$ cat config.mk
export PLATFORM = sky130hd
export DESIGN_NAME = router_port_serializer_flat
export DESIGN_NICKNAME = d
export VERILOG_FILES = /design/src/rtl/router_pkg.sv /design/src/rtl/router_port_serializer_if.sv /design/src/rtl/router_sync_fifo.sv /design/src/rtl/router_port_serializer.sv /design/src/flat_wrapper.sv
export SDC_FILE = /design/constraint.sdc
export NUM_CORES = 1
export LEC_CHECK = 0
export ABC_AREA = 1
export BUFFER_PORTS_ARGS = -buffer_cell sky130_fd_sc_hd__buf_2
export CAP_MARGIN = 40
export CORE_UTILIZATION = 58
export CTS_BUF_LIST = sky130_fd_sc_hd__clkbuf_4 sky130_fd_sc_hd__clkbuf_8 sky130_fd_sc_hd__clkbuf_16
export CTS_CLUSTER_SIZE = 12
export DETAILED_ROUTE_END_ITERATION = 16
export PLACE_DENSITY_LB_ADDON = 0.25
export SLEW_MARGIN = 15
export SYNTH_ARGS = -nofsm -noshare
export SYNTH_HDL_FRONTEND = slang
export SYNTH_SLANG_ARGS = --single-unit
$ cat constraint.sdc
create_clock -name clock -period 3.47 [get_ports clock]
set_input_delay 0.347 -clock clock [delete_from_list [all_inputs] [get_ports clock]]
set_output_delay 0.347 -clock clock [all_outputs]
set_load 0.005 [all_outputs]
$ cat src/rtl/router_pkg.sv
// rtl/router_pkg.sv - shared types and widths for the router port serializer
package router_pkg;

    localparam int ADDR_BITS = 4;
    localparam int DA_W      = 4;
    localparam int BYTE_W    = 8;

    typedef enum logic [2:0] {
        ST_IDLE,
        ST_ADDR,
        ST_PAD,
        ST_DATA,
        ST_STALL,
        ST_GAP
    } serializer_state_e;

    typedef struct packed {
        logic [DA_W-1:0]   da;
        logic              last;
        logic [BYTE_W-1:0] data;
    } fifo_entry_t;

endpackage

$ cat src/rtl/router_port_serializer_if.sv
// rtl/router_port_serializer_if.sv - byte stream into the serializer
interface router_port_serializer_if;
    import router_pkg::*;

    logic              s_valid;
    logic              s_ready;
    logic [BYTE_W-1:0] s_data;
    logic              s_last;
    logic [DA_W-1:0]   s_da;

    modport master (output s_valid, s_data, s_last, s_da, input s_ready);
    modport slave  (input s_valid, s_data, s_last, s_da, output s_ready);

endinterface

$ cat src/rtl/router_sync_fifo.sv
// rtl/router_sync_fifo.sv - synchronous FIFO with occupancy count
module router_sync_fifo #(
    parameter int WIDTH = 13,
    parameter int DEPTH = 16
) (
    input  logic                   clock,
    input  logic                   reset_n,
    input  logic                   push,
    input  logic [WIDTH-1:0]       wdata,
    input  logic                   pop,
    output logic [WIDTH-1:0]       rdata,
    output logic [$clog2(DEPTH):0] count,
    output logic                   full,
    output logic                   empty
);
    localparam int PTR_W = $clog2(DEPTH);

    logic [WIDTH-1:0] mem [DEPTH];
    logic [PTR_W-1:0] wr_ptr;
    logic [PTR_W-1:0] rd_ptr;
    logic             do_push;
    logic             do_pop;

    assign full    = (count == (PTR_W+1)'(DEPTH));
    assign empty   = (count == '0);
    assign do_push = push && !full;
    assign do_pop  = pop && !empty;
    assign rdata   = mem[rd_ptr];

    always_ff @(posedge clock) begin
        if (do_push) begin
            mem[wr_ptr] <= wdata;
        end
    end

    // Pointers wrap naturally because DEPTH is a power of two
    always_ff @(posedge clock or negedge reset_n) begin
        if (!reset_n) begin
            wr_ptr <= '0;
            rd_ptr <= '0;
            count  <= '0;
        end else begin
            if (do_push) wr_ptr <= wr_ptr + 1'b1;
            if (do_pop)  rd_ptr <= rd_ptr + 1'b1;
            case ({do_push, do_pop})
                2'b10:   count <= count + 1'b1;
                2'b01:   count <= count - 1'b1;
                default: count <= count;
            endcase
        end
    end

endmodule

$ cat src/rtl/router_port_serializer.sv
// rtl/router_port_serializer.sv - buffers byte packets and drives the router bit-serial port
module router_port_serializer
    import router_pkg::*;
#(
    parameter int FIFO_DEPTH = 16,
    parameter int PAD_CYCLES = 5
) (
    input  logic                          clock,
    input  logic                          reset_n,
    router_port_serializer_if.slave       s,
    output logic                          din,
    output logic                          frame_n,
    output logic                          valid_n,
    output logic                          tx_active,
    output logic                          pkt_done,
    output logic [$clog2(FIFO_DEPTH):0]   fifo_level
);
    localparam int PH_MAX = (PAD_CYCLES > ADDR_BITS) ? PAD_CYCLES : ADDR_BITS;
    localparam int PH_W   = $clog2(PH_MAX);
    localparam int AIDX_W = $clog2(ADDR_BITS);

    serializer_state_e state, state_d;
    logic [PH_W-1:0]   phase, phase_d;
    logic [2:0]        bit_cnt, bit_d;
    logic [BYTE_W-1:0] shreg, sh_d;
    logic              cur_last, last_d;
    logic [DA_W-1:0]   da_q, da_d;

    fifo_entry_t wr_entry;
    fifo_entry_t head;
    logic        pop;
    logic        full;
    logic        empty;
    logic        din_c, frame_c, valid_c, done_c;

    assign wr_entry  = '{da: s.s_da, last: s.s_last, data: s.s_data};
    assign s.s_ready = !full;

    router_sync_fifo #(
        .WIDTH ($bits(fifo_entry_t)),
        .DEPTH (FIFO_DEPTH)
    ) u_fifo (
        .clock   (clock),
        .reset_n (reset_n),
        .push    (s.s_valid && !full),
        .wdata   (wr_entry),
        .pop     (pop),
        .rdata   (head),
        .count   (fifo_level),
        .full    (full),
        .empty   (empty)
    );

    always_comb begin
        state_d = state;
        phase_d = phase;
        bit_d   = bit_cnt;
        sh_d    = shreg;
        last_d  = cur_last;
        da_d    = da_q;
        pop     = 1'b0;
        din_c   = 1'b0;
        frame_c = 1'b1;
        valid_c = 1'b1;
        done_c  = 1'b0;
        case (state)
            ST_IDLE: begin
                if (!empty) begin
                    state_d = ST_ADDR;
                    da_d    = head.da;
                    phase_d = '0;
                end
            end
            ST_ADDR: begin
                din_c   = da_q[phase[AIDX_W-1:0]];
                frame_c = 1'b0;
                if (phase == PH_W'(ADDR_BITS - 1)) begin
                    phase_d = '0;
                    state_d = ST_PAD;
                end else begin
                    phase_d = phase + 1'b1;
                end
            end
            ST_PAD: begin
                din_c   = 1'b1;
                frame_c = 1'b0;
                if (phase == PH_W'(PAD_CYCLES - 1)) begin
                    phase_d = '0;
                    state_d = empty ? ST_STALL : ST_DATA;
                    pop     = !empty;
                end else begin
                    phase_d = phase + 1'b1;
                end
            end
            ST_DATA: begin
                din_c   = shreg[0];
                frame_c = 1'b0;
                valid_c = 1'b0;
                sh_d    = shreg >> 1;
                bit_d   = bit_cnt + 3'd1;
                if (bit_cnt == 3'd7) begin
                    if (cur_last) begin
                        frame_c = 1'b1;
                        state_d = ST_GAP;
                    end else if (empty) begin
                        state_d = ST_STALL;
                    end else begin
                        pop = 1'b1;
                    end
                end
            end
            ST_STALL: begin
                din_c   = 1'b1;
                frame_c = 1'b0;
                if (!empty) begin
                    pop     = 1'b1;
                    state_d = ST_DATA;
                end
            end
            ST_GAP: begin
                done_c  = 1'b1;
                state_d = ST_IDLE;
            end
            default: state_d = ST_IDLE;
        endcase
        // Every pop loads the head byte fresh into the shifter
        if (pop) begin
            sh_d   = head.data;
            last_d = head.last;
            bit_d  = 3'd0;
        end
    end

    always_ff @(posedge clock or negedge reset_n) begin
        if (!reset_n) begin
            state     <= ST_IDLE;
            phase     <= '0;
            bit_cnt   <= '0;
            shreg     <= '0;
            cur_last  <= 1'b0;
            da_q      <= '0;
            din       <= 1'b0;
            frame_n   <= 1'b1;
            valid_n   <= 1'b1;
            tx_active <= 1'b0;
            pkt_done  <= 1'b0;
        end else begin
            state     <= state_d;
            phase     <= phase_d;
            bit_cnt   <= bit_d;
            shreg     <= sh_d;
            cur_last  <= last_d;
            da_q      <= da_d;
            din       <= din_c;
            frame_n   <= frame_c;
            valid_n   <= valid_c;
            tx_active <= (state != ST_IDLE);
            pkt_done  <= done_c;
        end
    end

endmodule

$ cat src/flat_wrapper.sv
// flat-port wrapper written by rule: the top's interface ports become plain ports
module router_port_serializer_flat import router_pkg::*;
#(
    parameter int FIFO_DEPTH = 16,
    parameter int PAD_CYCLES = 5
)
  (clock, reset_n, din, frame_n, valid_n, tx_active, pkt_done, fifo_level, s_s_valid, s_s_data, s_s_last, s_s_da, s_s_ready);
  router_port_serializer_if s_i ();
  input  logic clock;
  input  logic reset_n;
  output logic din;
  output logic frame_n;
  output logic valid_n;
  output logic tx_active;
  output logic pkt_done;
  output logic [$clog2(FIFO_DEPTH):0] fifo_level;
  input wire logic [$bits(s_i.s_valid)-1:0] s_s_valid;
  input wire logic [$bits(s_i.s_data)-1:0] s_s_data;
  input wire logic [$bits(s_i.s_last)-1:0] s_s_last;
  input wire logic [$bits(s_i.s_da)-1:0] s_s_da;
  output wire logic [$bits(s_i.s_ready)-1:0] s_s_ready;
  assign s_i.s_valid = s_s_valid;
  assign s_i.s_data = s_s_data;
  assign s_i.s_last = s_s_last;
  assign s_i.s_da = s_s_da;
  assign s_s_ready = s_i.s_ready;
  router_port_serializer #(.FIFO_DEPTH(FIFO_DEPTH), .PAD_CYCLES(PAD_CYCLES)) u_core (.clock(clock), .reset_n(reset_n), .s(s_i), .din(din), .frame_n(frame_n), .valid_n(valid_n), .tx_active(tx_active), .pkt_done(pkt_done), .fifo_level(fifo_level));
endmodule
==> summary.md <==
| Metric | Value |
|---|---|
| Layout cells sized above 1 | `10.61%` |
| Status | `finished clean` |
| Total vias in the final route | `7287` |
| Area delta synth->final | `12.44%` |
| Worst min path class | `in -> reg` |
| Cells along the critical path | `nor2_1, nand3b_1, nand2_1, inv_1, nand2_4, inv_6, ha_1, xor2_1, ha_1, a21oi_1, nor2_1, nand2_1, nand2_1, nand2_1, nand2_1, nand2_1, nand2_1` |
| Worst Setup Path Type | `reg -> reg` |
| Clk root buf | `clkbuf_16` |
| Antenna-violating nets left | `0` |
| I/O Pins | `27` |
| Synth Area in Adders | `1.635%` |
| First-pass GRT wire length | `37230 um` |
| Synthesized area | `0.01071 mm^2` |
| Maxcap violations | `0` |
| Tmin final | `2724 ps` |
| Post-Synth Simple-Gate Area | `20.51%` |
| Vias in the first global route | `6824` |
| Final Cycle Share | `78.50%` |
| DP Cell Count | `1264` |
| Largest net degree at the start of global routing | `112` |
| WL per Instance | `18.29 um` |
| Cell mode on critical path | `nand2_1` |
| Initial core utilization | `59.43%` |
| Post-CTS setup buffer count | `0` |
| Reg2reg setup slack | `750 ps` |
| WL final | `24020 um` |
| Gates resized, CTS repair | `0` |
| Post-synthesis mux area share | `0%` |
| Synth Area in Compound Gates | `3.679%` |
| Die Span Y | `137.9 um` |
| Max Fclk | `0.3671 GHz` |
| Sink Count | `248` |
| Area leader, netlist | `edfxtp_1` |
| Post-Syn Instances | `1023` |
| Total gr overflow | `0` |
| Crit end category | `flop` |
| Xor-xnor portion of the synthesized cell area | `0.8177%` |
| Post-synth top area share | `58.31%` |
| DRC | `0` |
| Final core area utilization | `66.82%` |
| Final Max Slew Viols | `0` |
| Diodes inserted | `0` |
| CTS Buffer Depth | `3` |
| CP startpoint kind | `flop` |
| #FFs+latches synth | `248` |
| Power per Cell Area | `736.6 mW/mm^2` |
| WP data required | `3900 ps` |
| Final setup fails | `0` |
| Max FO, Critical Path | `18` |
| Main combinational cell family by area after synthesis | `simple AND/OR/NAND/NOR gates` |
| Non-filler instance count after layout | `1313` |
| Placer Congestion | `0.8750` |
| FP Rows | `49` |
| P_leak | `0.005005 uW` |
| Worst Skew | `22.64 ps` |
| Number of library cell types mapped by synthesis | `35` |
| Unrepaired setup endpoints after global routing | `no` |
| Critical Path AT | `3150 ps` |
| Drt pass-1 iters | `7` |
| Post-layout power | `8871 uW` |
| CTS tree | `built` |
| Syn_area_per_cell | `10.47 um^2` |
| Initial antenna violation count | `0` |
| Worst path slowest cell | `dfrtp_1` |
| DRT iter0 DRCs | `658` |
| Slew HR | `50.02%` |
| Worst-margin pin slew | `748.8 ps` |
| Die area | `0.01902 mm^2` |
| Final Hold Fails | `0` |
| Die width | `137.9 um` |
| Detailed-route vias per instance | `5.550` |
| Cts hold-fix bufs | `1` |
| Fin nets | `1095` |
| Post-DP HPWL | `14260 um` |
| Total CTS buffers | `27` |
| Setup tns final | `0 ps` |
| Clock slew seen by the registers of the worst setup and hold paths | `60 ps` |
| Ys Warns | `0` |
| Gr usage total | `26.52%` |
| Total core area | `0.01802 mm^2` |
| Peak supply drop | `0.0005644 V` |
| CTS H-tree lvls | `1` |
| Sequential area share after synthesis | `67.68%` |
| Crit-path max cell delay | `430 ps` |
| Synth area leaders | `edfxtp_1, nand2_1, dfrtp_1` |
| I/O Buffers | `26` |
| Clock Latency Late Sink | `540 ps` |
| Post-synthesis net count | `1053` |
layout by cell type (no fill, tap or decap), drive strengths merged, types with 7 or more instances in the layout:
| cell type | instances |
|---|---|
| nand2 | 284 |
| buf | 57 |
| nand3 | 131 |
| o21ai | 57 |
| inv | 106 |
| dfrtp | 38 |
| xor2 | 8 |
| ha | 14 |
| a21oi | 7 |
| clkbuf | 34 |
| clkinv | 13 |
| nor2 | 104 |
| edfxtp | 208 |
layer usage:
layer,vias up,wire length (um),global-route usage (%)
li1,3484,-,-
met1,3428,9787,36.49
met2,334,11530,43.00
met3,41,2072,3.801
met4,0,627,10.14
met5,-,0,0
flip-flops by register name, indices dropped and copies added (netlist names):
register              cells
u_core.u_fifo.mem       208
u_core.u_fifo.rd_ptr      4
u_core.valid_n            1
u_core.phase              3
u_core.din                1
u_core.bit_cnt            3
u_core.tx_active          1
u_core.cur_last           1
u_core.u_fifo.wr_ptr      4
u_core.u_fifo.count       5
u_core.da_q               4
u_core.state              3
u_core.pkt_done           1
u_core.frame_n            1
u_core.shreg              8
critical path, delay by kind of cell (launching register included):
kind            cells  cell delay [ps]
simple gates       11             1180
fa+ha+maj           2              460
flops               1              430
buf+inv             2              170
xor+xnor            1              200
compound gates      1              160
metrics by stage:
| step | hold slack, ps | setup WS (ps) | instance area [um^2] |
|---|---|---|---|
| finish | 199.1 | 746.0 | 12040 |
| global route | 194.3 | 429.0 | 12040 |
| CTS | 188.0 | 748.7 | 12040 |
| detailed placement | 293.3 | 799.1 | 11210 |
| global placement | 462.7 | 859.0 | 11190 |
| floorplan | 51.41 | 993.4 | 10710 |
worst paths after layout:
kind	from	cells past startpoint	endpoint
min in group asynchronous	reset_n	2	u_core.shreg[0]
max in group asynchronous	reset_n	3	u_core.u_fifo.rd_ptr[0]
hold / removal	s_s_data[6]	1	u_core.u_fifo.mem[3][6]
setup reg to reg	u_core.u_fifo.count[1]	17	u_core.u_fifo.count[4]
hold reg to reg	u_core.shreg[6]	2	u_core.shreg[6]
setup / recovery	u_core.u_fifo.count[1]	17	u_core.u_fifo.count[4]
where the power goes:
part	leakage (uW)	switching (uW)	internal, uW
registers	0.00238	228	3700
logic	0.00221	1580	715
clock network	0.000414	1090	1560
cells in the mapped netlist (all sizes together):
master     n
inv      105
o31ai      1
clkbuf    22
dfstp      2
edfxtp   208
nor3       3
xnor2      2
a21oi      7
nand3    131
o211ai     5
buf       23
o21ai     57
nand4      1
or2        1
xor2       8
o2111ai    1
o22ai      2
nand2    284
clkinv     1
nor2     104
o21a       1
nand3b     2
ha        14
dfrtp     38
area by class of cell:
class | count | area, um^2
Multi-Input combinational cell | 624 | 2854
Sequential cell | 248 | 7254
Inverter | 106 | 402.9
Timing Repair Buffer | 58 | 422.9
Clock buffer | 34 | 734.5
Tap cell | 229 | 286.5
Clock inverter | 14 | 88.84
Fill cell | 1354 | 5981
cell families (layout without fill, tap and decap cells):
group	count (synthesis)	count (layout)
XOR/XNOR	10	10
flip-flops	248	248
AO/OA/AOI/OAI	74	74
adder cells (fa/ha/maj)	14	14
buffers and inverters	151	212
AND/OR/NAND/NOR	526	526
No activity file was read; power rests on OpenSTA's default activity.
